`src/rtl/rx_req_sched_pkg.sv`:
```
// Shared types and helpers for the read-request scheduler and its chunk splitter.
package rx_req_sched_pkg;

  typedef enum logic [1:0] {
    IDLE  = 2'd0,
    CALC  = 2'd1,
    ISSUE = 2'd2
  } state_t;

  // Requester indices; also the value driven on RX_REQ_TAG.
  localparam logic [1:0] REQ_MAIN = 2'd0;
  localparam logic [1:0] REQ_SGRX = 2'd1;
  localparam logic [1:0] REQ_SGTX = 2'd2;

  // Largest read-size code (4096 bytes = 1024 words).
  localparam logic [2:0] SIZE_MAX = 3'd5;

  // Words per request for a read-size code; codes above 5 act as 5.
  function automatic logic [10:0] max_words(input logic [2:0] size);
    logic [2:0] s;
    s = (size > SIZE_MAX) ? SIZE_MAX : size;
    return 11'd32 << s;
  endfunction

  // Reduce 0..5 to a requester index 0..2.
  function automatic logic [1:0] wrap3(input logic [2:0] v);
    return (v >= 3'd3) ? 2'(v - 3'd3) : v[1:0];
  endfunction

endpackage

```
`src/rtl/rx_req_scheduler_if.sv`:
```
// Read-request bus between the scheduler (master) and the TX engine (slave).
interface rx_req_scheduler_if;
  logic        RX_REQ;
  logic        RX_REQ_ACK;
  logic [1:0]  RX_REQ_TAG;
  logic [63:0] RX_REQ_ADDR;
  logic [9:0]  RX_REQ_LEN;

  modport master (output RX_REQ, RX_REQ_TAG, RX_REQ_ADDR, RX_REQ_LEN, input RX_REQ_ACK);
  modport slave  (input RX_REQ, RX_REQ_TAG, RX_REQ_ADDR, RX_REQ_LEN, output RX_REQ_ACK);
endinterface

```
`src/rtl/rx_req_chunk_calc.sv`:
```
// Size of the next request: min of words remaining, max request size and the
// distance to the next 4 KB boundary. Purely combinational.
module rx_req_chunk_calc
  import rx_req_sched_pkg::*;
(
  input  logic [31:0] remain,   // words left in the job
  input  logic [9:0]  addr_wd,  // address bits [11:2]: word offset inside the 4 KB page
  input  logic [2:0]  size,     // effective read-size code
  output logic [10:0] chunk     // 1..1024 words when remain != 0
);
  logic [10:0] bnd_s;
  logic [10:0] maxw_s;
  logic [10:0] rem_cap_s;
  logic [10:0] min_a_s;

  // Three-way minimum; the boundary distance is always 1..1024 words.
  always_comb begin
    bnd_s     = 11'd1024 - {1'b0, addr_wd};
    maxw_s    = max_words(size);
    rem_cap_s = (remain > 32'd1024) ? 11'd1024 : remain[10:0];
    min_a_s   = (rem_cap_s < maxw_s) ? rem_cap_s : maxw_s;
    chunk     = (min_a_s < bnd_s) ? min_a_s : bnd_s;
  end
endmodule

```
`src/rtl/rx_req_scheduler.sv`:
```
// Shares one PCIe read-request path among main data, SG-RX and SG-TX requesters.
// Grants one job at a time and splits it into requests bounded by the effective
// max read size and the 4 KB page boundary.
// Build option: RX_REQ_SCHED_RR_EN selects round-robin arbitration; without it
// the arbitration is fixed priority main > SG-RX > SG-TX.
module rx_req_scheduler
  import rx_req_sched_pkg::*;
#(
  parameter int C_MAX_READ_REQ = 2
) (
  input  logic                CLK,
  input  logic                rRst,
  input  logic [2:0]          CONFIG_MAX_READ_REQUEST_SIZE,
  input  logic [2:0]          REQ_VALID,
  input  logic [191:0]        REQ_ADDR,
  input  logic [95:0]         REQ_LEN,
  output logic [2:0]          REQ_ACK,
  output logic [2:0]          REQ_DONE,
  output logic                BUSY,
  rx_req_scheduler_if.master  rx
);
  localparam logic [2:0] C_MAX_SIZE = (C_MAX_READ_REQ > 5) ? 3'd5 : 3'(C_MAX_READ_REQ);

  state_t      state_r;
  logic [63:0] addr_r;
  logic [31:0] remain_r;
  logic [1:0]  tag_r;
  logic [10:0] chunk_r;
  logic        rx_req_r;
  logic [2:0]  done_r;

  logic [2:0]  size_s;
  logic [10:0] chunk_s;
  logic        gnt_ok_s;
  logic [1:0]  gnt_idx_s;
  logic [61:0] gnt_addr_s;
  logic [31:0] gnt_len_s;
  logic        unused_bits_s;

  // A grant is taken only in IDLE and never in the cycle a REQ_DONE is out.
  assign gnt_ok_s = (state_r == IDLE) && (done_r == 3'b000) && (REQ_VALID != 3'b000) && !rRst;

`ifdef RX_REQ_SCHED_RR_EN
  logic [1:0] ptr_r;

  // Round-robin: first valid requester at or after ptr_r wins.
  always_comb begin
    gnt_idx_s = ptr_r;
    for (int k = 2; k >= 0; k--) begin
      gnt_idx_s = REQ_VALID[wrap3(3'(ptr_r) + 3'(k))] ? wrap3(3'(ptr_r) + 3'(k)) : gnt_idx_s;
    end
  end

  // Pointer moves to the requester after the one just granted.
  always_ff @(posedge CLK or posedge rRst) begin
    if (rRst) begin
      ptr_r <= 2'd0;
    end else if (gnt_ok_s) begin
      ptr_r <= wrap3(3'(gnt_idx_s) + 3'd1);
    end else begin
      ptr_r <= ptr_r;
    end
  end
`else
  // Fixed priority: main, then SG-RX, then SG-TX.
  always_comb begin
    if (REQ_VALID[REQ_MAIN]) begin
      gnt_idx_s = REQ_MAIN;
    end else if (REQ_VALID[REQ_SGRX]) begin
      gnt_idx_s = REQ_SGRX;
    end else begin
      gnt_idx_s = REQ_SGTX;
    end
  end
`endif

  // Select the granted requester's address (word part) and length.
  always_comb begin
    case (gnt_idx_s)
      2'd0:    begin gnt_addr_s = REQ_ADDR[63:2];    gnt_len_s = REQ_LEN[31:0];  end
      2'd1:    begin gnt_addr_s = REQ_ADDR[127:66];  gnt_len_s = REQ_LEN[63:32]; end
      2'd2:    begin gnt_addr_s = REQ_ADDR[191:130]; gnt_len_s = REQ_LEN[95:64]; end
      default: begin gnt_addr_s = 62'd0;             gnt_len_s = 32'd0;          end
    endcase
  end

  // Byte-offset bits of the requester addresses are don't-care by definition.
  assign unused_bits_s = ^{REQ_ADDR[1:0], REQ_ADDR[65:64], REQ_ADDR[129:128], chunk_r[10]};

  // Effective size: the smaller of the negotiated and the hard cap.
  assign size_s = (CONFIG_MAX_READ_REQUEST_SIZE < C_MAX_SIZE) ? CONFIG_MAX_READ_REQUEST_SIZE : C_MAX_SIZE;

  rx_req_chunk_calc u_chunk (
    .remain  (remain_r),
    .addr_wd (addr_r[11:2]),
    .size    (size_s),
    .chunk   (chunk_s)
  );

  // Job FSM: latch a job, size each chunk, hold the request until accepted.
  always_ff @(posedge CLK or posedge rRst) begin
    if (rRst) begin
      state_r  <= IDLE;
      addr_r   <= 64'd0;
      remain_r <= 32'd0;
      tag_r    <= 2'd0;
      chunk_r  <= 11'd0;
      rx_req_r <= 1'b0;
      done_r   <= 3'b000;
    end else begin
      done_r <= 3'b000;
      case (state_r)
        IDLE: begin
          if (gnt_ok_s) begin
            addr_r   <= {gnt_addr_s, 2'b00};
            remain_r <= gnt_len_s;
            tag_r    <= gnt_idx_s;
            if (gnt_len_s == 32'd0) begin
              done_r  <= 3'b001 << gnt_idx_s;
              state_r <= IDLE;
            end else begin
              state_r <= CALC;
            end
          end else begin
            state_r <= IDLE;
          end
        end
        CALC: begin
          chunk_r  <= chunk_s;
          rx_req_r <= 1'b1;
          state_r  <= ISSUE;
        end
        ISSUE: begin
          if (rx.RX_REQ_ACK) begin
            rx_req_r <= 1'b0;
            addr_r   <= addr_r + {51'd0, chunk_r, 2'b00};
            remain_r <= remain_r - {21'd0, chunk_r};
            if (remain_r == {21'd0, chunk_r}) begin
              done_r  <= 3'b001 << tag_r;
              state_r <= IDLE;
            end else begin
              state_r <= CALC;
            end
          end else begin
            state_r <= ISSUE;
          end
        end
        default: begin
          rx_req_r <= 1'b0;
          state_r  <= IDLE;
        end
      endcase
    end
  end

  // The grant acknowledge is the same cycle the job is latched.
  assign REQ_ACK = gnt_ok_s ? (3'b001 << gnt_idx_s) : 3'b000;

  assign REQ_DONE       = done_r;
  assign BUSY           = (state_r != IDLE);
  assign rx.RX_REQ      = rx_req_r;
  assign rx.RX_REQ_TAG  = tag_r;
  assign rx.RX_REQ_ADDR = addr_r;
  assign rx.RX_REQ_LEN  = chunk_r[9:0];
endmodule
```
`src/flat_wrapper.sv`:
```
// flat-port wrapper written by rule: the top's interface ports become plain ports
module rx_req_scheduler_flat import rx_req_sched_pkg::*;
#(
  parameter int C_MAX_READ_REQ = 2
)
  (CLK, rRst, CONFIG_MAX_READ_REQUEST_SIZE, REQ_VALID, REQ_ADDR, REQ_LEN, REQ_ACK, REQ_DONE, BUSY, rx_RX_REQ, rx_RX_REQ_TAG, rx_RX_REQ_ADDR, rx_RX_REQ_LEN, rx_RX_REQ_ACK);
  rx_req_scheduler_if rx_i ();
  input  logic CLK;
  input  logic rRst;
  input  logic [2:0] CONFIG_MAX_READ_REQUEST_SIZE;
  input  logic [2:0] REQ_VALID;
  input  logic [191:0] REQ_ADDR;
  input  logic [95:0] REQ_LEN;
  output logic [2:0] REQ_ACK;
  output logic [2:0] REQ_DONE;
  output logic BUSY;
  output wire logic [$bits(rx_i.RX_REQ)-1:0] rx_RX_REQ;
  output wire logic [$bits(rx_i.RX_REQ_TAG)-1:0] rx_RX_REQ_TAG;
  output wire logic [$bits(rx_i.RX_REQ_ADDR)-1:0] rx_RX_REQ_ADDR;
  output wire logic [$bits(rx_i.RX_REQ_LEN)-1:0] rx_RX_REQ_LEN;
  input wire logic [$bits(rx_i.RX_REQ_ACK)-1:0] rx_RX_REQ_ACK;
  assign rx_RX_REQ = rx_i.RX_REQ;
  assign rx_RX_REQ_TAG = rx_i.RX_REQ_TAG;
  assign rx_RX_REQ_ADDR = rx_i.RX_REQ_ADDR;
  assign rx_RX_REQ_LEN = rx_i.RX_REQ_LEN;
  assign rx_i.RX_REQ_ACK = rx_RX_REQ_ACK;
  rx_req_scheduler #(.C_MAX_READ_REQ(C_MAX_READ_REQ)) u_core (.CLK(CLK), .rRst(rRst), .CONFIG_MAX_READ_REQUEST_SIZE(CONFIG_MAX_READ_REQUEST_SIZE), .REQ_VALID(REQ_VALID), .REQ_ADDR(REQ_ADDR), .REQ_LEN(REQ_LEN), .REQ_ACK(REQ_ACK), .REQ_DONE(REQ_DONE), .BUSY(BUSY), .rx(rx_i));
endmodule
```
`config.mk`:
```
export PLATFORM = sky130hd
export DESIGN_NAME = rx_req_scheduler_flat
export DESIGN_NICKNAME = d
export VERILOG_FILES = /design/src/rtl/rx_req_sched_pkg.sv /design/src/rtl/rx_req_scheduler_if.sv /design/src/rtl/rx_req_chunk_calc.sv /design/src/rtl/rx_req_scheduler.sv /design/src/flat_wrapper.sv
export SDC_FILE = /design/constraint.sdc
export NUM_CORES = 1
export LEC_CHECK = 0
export CORE_ASPECT_RATIO = 0.5
export CORE_MARGIN = 4
export CORE_UTILIZATION = 41
export DETAILED_ROUTE_END_ITERATION = 7
export PLACE_DENSITY = 0.83
export SYNTH_ARGS = -nofsm -noshare
export SYNTH_HDL_FRONTEND = slang
export SYNTH_SLANG_ARGS = --single-unit
```
`constraint.sdc`:
```
create_clock -name CLK -period 6.1 [get_ports CLK]
set_clock_uncertainty 0.2 [all_clocks]
set_input_delay 1.525 -clock CLK [delete_from_list [all_inputs] [get_ports CLK]]
set_output_delay 1.525 -clock CLK [all_outputs]
set_load 0.03 [all_outputs]
```
==> impl_results.md, run 1 <==
- PD cells: between 400 and 500 nW/um^2
- Reg clk slew, reported paths: roughly 0.06 ns
- Synth area leader: dfrtp_1
- Placed standard-cell area: between 10,000 and 15,000 um^2
- Final setup violation count: 0
- Internal: roughly 0.0033 W
- #FFs+latches synth: approximately 110
- Post-cts hold buffer count: 0
- Post-synth EDFFs: 0
- Finished Cell Area: between 10,000 and 15,000 um^2
- Htree depth: 4
- Setup_tns: 0 ns
- Arrival @ worst endpoint: around 6 ns
- CTS buffer count: 17
- R2r endpoint: u_core.chunk_r[4]$_DFFE_PP0P_
- Critical Path End Type: register
- Lkg Pwr: between 5 and 6 nW
- Unique masters post-synth: 77
- Syn avg cell area: 8.01 um^2
- Commonest non-fill, non-tap cell in the layout: clkdlybuf4s50_1
- Clock Tree Buf Depth: 2
- Number of DRC violations after detailed routing: 0
- Max Clock Freq: 174 MHz
- CORE AREA: between 20,000 and 25,000 um^2
- Cells after DPL: around 1,900
- Status: finished clean
- Hold path start: u_core.remain_r[13]$_DFFE_PP0P_
- Synthesized area: slightly above 10,000 um^2
- Min Clock Period, post-route: between 5 and 6 ns
- Cell Rows: 40
- Seq/Total Area, Yosys: between 20% and 30%
- Hold crit path type: register to register
- Final hold viol count: 0
- Initial core utilization: about two fifths
- Layout area overhead: 44.6%
- WHS: 0.271 ns
- VDD IR max: just under 300 uV
- Port Buffer Count: ~370
- Layout cells sized above 1: just over 7%
- Worst setup margin: 0.338 ns
- Worst hold path stage count: 1
- Via count: 11,518
- Routed Antenna Nets: 0
- Seq pwr share: 25.0%
- Final nets: 1,917
- Initial antenna violation count: 0
- DP Worst Slack: roughly 0.44 ns
- Largest net degree at the start of global routing: between 70 and 80
- Synth area leaders: dfrtp_1 (28%), mux2i_1 (8.1%), a21oi_1 (5.4%), ha_1 (4.8%), nor2_1 (4.6%)
- First-pass GRT wire length: between 60,000 and 70,000 um
- R2r setup slk: 0.34 ns
- Post-DP HPWL: 29,900 um
- Clk sinks: 113
- Setup bufs post-CTS: 0
- Wire per inst: roughly 20 um
- Root buf cell: clkbuf_16
- Critical path class: register to register
- RD Place Congestion: around 0.9
- Die area: roughly 27,000 um^2
- Max-slew violations: 0
- Crit share post-route: a little over nine tenths
- Crit-path max FO: 15
- Total Wirelength: 39,600 um
- Combinational Power Share: 59.0%
- Max_slew headroom: around a quarter
- Startpoint types: register
- # IOs: between 300 and 400
- Max-cap violations: 0
- Area of the multi-input gates: roughly 6800 um^2
- Die width: roughly 230 um
- Register area: between 2000 and 3000 um^2
- Vias per cell: around 6
- Die H: 119 um
- Switch share: between 40% and 50%
- Switching power: between 0.003 and 0.004 W
- Grt ovf: 0
- Clock power frac: between 15 and 20%
- Global Route Usage Sum: between 20% and 30%
- Clock Latency Late Sink: roughly 0.43 ns
- Post-CTS Resized: 0
- CTS tree: yes
- RSZ-0062 raised after global routing: false
- Asr flop ratio synth: 100%
- Vias in the first global route: between 10,000 and 15,000
- Fillers: between 2,000 and 2,500
- Worst reg-to-reg path cell count: 18
- Synth top area share: between 20% and 30%
- WP data required: 6.20 ns
- Worst hold endpoint: u_core.remain_r[13]$_DFFE_PP0P_
- Actual slew at the worst max-slew pin: 1.14 ns
- Reg2reg start: u_core.remain_r[18]$_DFFE_PP0P_
- DR pass1 iterations: 6
- Antenna cells: 0
- Top FF cell, synth: dfrtp_1
- Final cell count without fillers: ~1,900
- YS warnings: 0
- Mapped Cells: between 1,000 and 1,500
- Starting DRT DRC Count: approximately 1,300
- Commonest non-fill, non-tap cells in the layout: clkdlybuf4s50_1 (369), nor2_1 (122), dfrtp_1 (113), a21oi_1 (110), nand2_1 (98)
-- layer usage --
| metal | GRT usage, % | wire, um | vias up |
|---|---|---|---|
| met5 | 0 | 0 | - |
| met4 | 8.23 | 1100 | 0 |
| met3 | 5.04 | 2990 | 92 |
| met1 | 36.2 | 16300 | 5483 |
| li1 | - | - | 5408 |
| met2 | 46.3 | 19200 | 535 |
-- flip-flops by register name (all words and copies together), names as in the netlist --
register,cells
u_core.REQ_DONE,3
u_core.chunk_r,11
u_core.remain_r,32
u_core.rx.RX_REQ,1
u_core.rx.RX_REQ_ADDR,62
u_core.rx.RX_REQ_TAG,2
u_core.state_r,2
-- power groups by stage --
stage / sequential, W / combinational, W / clock, W
after detailed placement: 0.00160 / 0.00374 / 0
final: 0.00162 / 0.00381 / 0.00103
after floorplan: 0.00186 / 0.00209 / 0
after global placement: 0.00159 / 0.00367 / 0
after CTS: 0.00159 / 0.00377 / 0.00103
after global routing: 0.00166 / 0.00412 / 0.00107
-- logic make-up (layout without fill, tap and decap cells) --
family,count (synthesis),in the layout,share of synthesized area (%)
AND/OR/NAND/NOR,435,435,21.0
AO/OA/AOI/OAI,401,401,26.1
buffers and inverters,133,456,5.52
multiplexers,123,123,12.7
flip-flops,113,113,27.9
adder cells (fa/ha/maj),41,41,5.21
XOR/XNOR,18,18,1.56
other,2,5,0.0741
-- worst max path at each step --
stage	start	end	slack, ns	cells past startpoint
2_1_floorplan	u_core.remain_r[18]$_DFFE_PP0P_	u_core.chunk_r[0]$_DFFE_PP0P_	0.34	20
3_3_place_gp	CONFIG_MAX_READ_REQUEST_SIZE[2]	u_core.chunk_r[9]$_DFFE_PP0P_	0.52	15
3_5_place_dp	CONFIG_MAX_READ_REQUEST_SIZE[2]	u_core.chunk_r[3]$_DFFE_PP0P_	0.44	15
4_1_cts	u_core.remain_r[18]$_DFFE_PP0P_	u_core.chunk_r[4]$_DFFE_PP0P_	0.43	18
5_1_grt	u_core.remain_r[18]$_DFFE_PP0P_	u_core.chunk_r[4]$_DFFE_PP0P_	0.10	18
6_report	u_core.remain_r[18]$_DFFE_PP0P_	u_core.chunk_r[4]$_DFFE_PP0P_	0.34	18
-- worst max-delay path, stage by stage (launching register included) --
cell       delay, ns
dfrtp_1         0.42
or4_4           0.59
or4b_1          0.64
a2111oi_4       0.37
buf_4           0.24
and2_1          0.18
ha_1            0.25
a21oi_1         0.17
a21oi_1         0.09
a2111oi_1       0.38
buf_4           0.25
o21ai_0         0.17
ha_1            0.32
nand2_1         0.07
a2111oi_0       0.50
o22ai_1         0.16
and4b_1         0.33
a22oi_1         0.19
o21ai_0         0.12
-- synthesized netlist by cell type (5+ instances only) --
cell type and instances:
ha_1 39, and2_1 14, o32ai_1 5, o211ai_1 13, o31ai_1 9, and3_1 23
a22oi_1 10, buf_1 7, mux2_2 41, nand3_1 35, nand2b_1 13, o21ai_0 85
a2bb2oi_1 5, clkbuf_1 77, nor3_1 42, a31oi_1 14, mux2i_1 82, o22a_1 7
a211oi_1 34, nor2_1 123, xor2_1 8, o221ai_1 5, inv_1 32, or4_1 8
a311oi_1 12, nand2_1 99, dfrtp_1 113, and4_1 6, buf_4 13, a221o_1 5
o21a_1 13, xnor2_1 10, a21oi_1 110, nor4_1 23, or3_1 8, or2_2 7
o22ai_1 13, a21o_1 7, nand4_1 15, o2111ai_1 6, o311ai_0 6, nor2b_1 6
-- layout make-up --
cell class / instances / area share, %
Sequential cell: 113 / 19.3
Inverter: 32 / 0.836
Tap cell: 336 / 2.87
Clock inverter: 4 / 0.478
Multi-Input combinational cell: 1023 / 46.4
Clock buffer: 28 / 3.59
Timing Repair Buffer: 392 / 26.5
-- through the flow --
step	util (%)	total power [W]
after floorplan	-	0.00395
final	60.6	0.00645
after CTS	60.6	0.00640
after detailed placement	58.2	0.00534
after global routing	60.6	0.00684
after global placement	58.2	0.00526
No activity file was read; power rests on OpenSTA's default activity.
==> inputs of run 2 (changes only) <==
--- a/config.mk
+++ b/config.mk
@@ -5,6 +5,7 @@
 export SDC_FILE = /design/constraint.sdc
 export NUM_CORES = 1
 export LEC_CHECK = 0
+export ABC_CLOCK_PERIOD_IN_PS = 6100
 export CORE_ASPECT_RATIO = 0.5
 export CORE_MARGIN = 4
 export CORE_UTILIZATION = 41
==> results of run 2 <==
Final layout, timing and power as in run 1 (identical DEF).
==> inputs of run 3 (changes only) <==
==> constraint.sdc (replaced) <==
create_clock -name CLK -period 6.1 [get_ports CLK]
set_clock_uncertainty 0.2 [all_clocks]
set_input_delay 0.915 -clock CLK [delete_from_list [all_inputs] [get_ports CLK]]
set_output_delay 0.915 -clock CLK [all_outputs]
set_load 0.03 [all_outputs]
==> run 3 against run 2 <==
Compared with the run above: register-to-register slack better by 0.05 ns; cell area down 0.42%; sequential cell count did not move; largest cell class unchanged; non-clock buffer count decreased by 2; sequential share of layout area up 0.081 points; maximum frequency rose by 0.83%; clock-buffer cell count fell by 2; core utilization shrank 0.25 points; first-iteration DRC count shrank 6.0%; combinational power barely moved; critical path depth fell by 1; critical endpoint is now u_core.chunk_r[3]$_DFFE_PP0P_.
==> impl_results.md, run 3 (synthesis results as in run 1) <==
- Layout area overhead: 44.0%
- Finished Cell Area: 14,600 um^2 (-0.42%)
- Critical path class: register to register
- Slowest CP cell: or4b_1
- Actual slew at the worst max-slew pin: 1.08 ns (-0.0613 ns)
- Internal: 0.00329 W (-1.6%)
- Seq pwr share: 25.2% (+0.2 points)
- Crit-path cells: or4_4, or4b_1, a2111oi_4, and2_1, ha_1, o211ai_1, a21oi_1, a2111oi_1, buf_4, o21ai_0, ha_1, nand2_1, a2111oi_1, o22ai_1, and4b_1, a22oi_1, o21ai_0
- Startpoint types: register
- First-pass GRT wire length: 60,200 um (-0.92%)
- Max FFs per register: 62 (unchanged)
- Die area: 27,500 um^2 (unchanged)
- Max Clock Freq: 175 MHz (+0.83%)
- Worst setup margin: 0.385 ns (+0.0472 ns)
- Max-slew violations: 0 (unchanged)
- Final hold viol count: 0 (unchanged)
- DP Worst Slack: 0.295 ns (-0.143 ns)
- Post-DP HPWL: 29,800 um (-0.14%)
- DR pass1 iterations: 5 (-1)
- Port Buffer Count: 372 (unchanged)
- DR top layer: met4
- Starting DRT DRC Count: 1,192 (-6.0%)
- Reg clk slew, reported paths: 0.05 ns (about the same)
- # IOs: 381 (unchanged)
- Hold crit path type: register to register
- Worst hold endpoint: u_core.remain_r[13]$_DFFE_PP0P_
- Clock power frac: 15.3% (-0.7 points)
- Critical Path End Type: register
- R2r endpoint: u_core.chunk_r[3]$_DFFE_PP0P_
- Min Clock Period, post-route: 5.71 ns (-0.0472 ns)
- Clock Latency Late Sink: 0.43 ns (about the same)
- CP peak stage delay: 0.73 ns (+0.09 ns)
- Worst hold path stage count: 1 (unchanged)
- Die H: 119 um (unchanged)
- Number of DRC violations after detailed routing: 0 (unchanged)
- CTS tree: yes
- Vias in the first global route: 10,911 (-1.7%)
- M1 wire length: 16,600 um (+2.0%)
- RD Place Congestion: 0.925 (+0.23%)
- Clk sinks: 113 (unchanged)
- Worst reg-to-reg path cell count: 17 (-1)
- Met2 wire len: 19,100 um (-0.54%)
- R2r setup slk: 0.39 ns (+0.05 ns)
- Global Route Usage Sum: 27.3% (-0.24 points)
- CTS buffer count: 17 (unchanged)
- RSZ-0062 raised after global routing: false
- Via count: 11,389 (-1.1%)
- Root buf cell: clkbuf_16
- Lkg Pwr: 5.80 nW (-0.44%)
- Hold path start: u_core.remain_r[13]$_DFFE_PP0P_
- Routed Antenna Nets: 0 (unchanged)
- Layout cells sized above 1: 7.05% (-0.11 points)
- Setup bufs post-CTS: 0 (unchanged)
- Cell Rows: 40 (unchanged)
- Reg2reg start: u_core.remain_r[18]$_DFFE_PP0P_
- Initial antenna violation count: 1 (+1)
- Total Wirelength: 39,200 um (-1.0%)
- Placed standard-cell area: 14,000 um^2 (-0.27%)
- Setup_tns: 0 ns (unchanged)
- Switching power: 0.00309 W (-0.75%)
- Max-cap violations: 0 (unchanged)
- Commonest non-fill, non-tap cell in the layout: clkdlybuf4s50_1
- Final setup violation count: 0 (unchanged)
- Initial core utilization: 41.9% (unchanged)
- Vias per cell: 5.91 (-1.0%)
- Htree depth: 4 (unchanged)
- Clock Tree Buf Depth: 2 (unchanged)
- Final nets: 1,915 (-0.10%)
- Core Util, Final: 60.4% (-0.25 points)
- Fillers: 2,163 (+2.2%)
- CORE AREA: 24,200 um^2 (unchanged)
- Crit-path max FO: 15 (unchanged)
- Switch share: 48.5% (+0.21 points)
- Die width: 230 um (unchanged)
- Wire per inst: 20.4 um (-0.90%)
- Grt ovf: 0 (unchanged)
- VDD IR max: 301 uV (+4.2%)
- Combinational Power Share: 59.5% (+0.5 points)
- Status: finished clean
- Overall Power: 0.00638 W (-1.2%)
- Largest net degree at the start of global routing: 90 (+18%)
- PD cells: 437 nW/um^2 (-0.76%)
- Arrival @ worst endpoint: 5.80 ns (-0.06 ns)
- Commonest non-fill, non-tap cells in the layout: clkdlybuf4s50_1 (370), nor2_1 (122), dfrtp_1 (113), a21oi_1 (110), nand2_1 (98)
- Metal3 WL: 2560 um (-14%)
- Max_slew headroom: 28.0% (+4.1 points)
- WP data required: 6.19 ns (about the same)
- Crit share post-route: 93.7% (-0.77 points)
-- run 3: cell types whose count changed in the layout (fill, tap and decap cells not counted), sizes merged --
cell	before	now
diode	0	1
clkdlybuf4s50	369	370
clkbuf	28	26
clkinv	2	4
bufinv	2	1
buf	23	20
-- run 3: metrics by stage --
stage | hold WS [ns] | instances
floorplan | 0.242 | 1269
global placement | 0.254 | 1894
detailed placement | 0.261 | 1894
CTS | 0.272 | 1925
global route | 0.283 | 1926
finish | 0.272 | 1926
-- run 3: how the worst max path moves through the flow --
| stage | startpoint | to |
|---|---|---|
| 6_report | u_core.remain_r[18]$_DFFE_PP0P_ | u_core.chunk_r[3]$_DFFE_PP0P_ |
| 5_1_grt | u_core.remain_r[18]$_DFFE_PP0P_ | u_core.chunk_r[3]$_DFFE_PP0P_ |
| 4_1_cts | u_core.remain_r[18]$_DFFE_PP0P_ | u_core.chunk_r[3]$_DFFE_PP0P_ |
| 3_5_place_dp | u_core.remain_r[18]$_DFFE_PP0P_ | u_core.chunk_r[3]$_DFFE_PP0P_ |
| 3_3_place_gp | u_core.remain_r[18]$_DFFE_PP0P_ | u_core.chunk_r[9]$_DFFE_PP0P_ |
| 2_1_floorplan | u_core.remain_r[18]$_DFFE_PP0P_ | u_core.chunk_r[0]$_DFFE_PP0P_ |
-- run 3: cell type report --
class                      instances  area, um^2  area share (%)
sequential                       113        2830            19.4
timing repair buffer             390        3850            26.4
multi-input combinational       1023        6800            46.6
clock inverter                     5        50.0           0.343
antenna                            1        2.50          0.0171
inverter                          32         123           0.840
tap                              336         420            2.88
clock buffer                      26         519            3.56
-- run 3: power by group through the flow --
| stage | registers [W] | logic, W | clock network, W |
|---|---|---|---|
| floorplan | 0.00186 | 0.00209 | 0 |
| global placement | 0.00158 | 0.00366 | 0 |
| detailed placement | 0.00159 | 0.00373 | 0 |
| CTS | 0.00159 | 0.00375 | 0.000976 |
| global route | 0.00166 | 0.00409 | 0.00101 |
| finish | 0.00161 | 0.00380 | 0.000975 |
-- run 3: what timing repair did --
action                     CTS  global route
resized for setup            0             1
setup endpoints to repair    0            11
hold buffers                 0             0
-- run 3: per-layer routing --
metal | vias up | track usage, %
met5 | - | 0
met4 | 0 | 7.17
met3 | 79 | 5.07
met2 | 472 | 46.2
met1 | 5430 | 35.9
li1 | 5408 | -
-- run 3: critical path: cells and delay by family (launching register included) --
| kind | cells | cell delay [ns] |
|---|---|---|
| buffers and inverters | 1 | 0.25 |
| AOI/OAI and AO/OA | 9 | 2.20 |
| adders and majority gates | 2 | 0.57 |
| DFF | 1 | 0.40 |
| and+or+nand+nor | 5 | 1.94 |
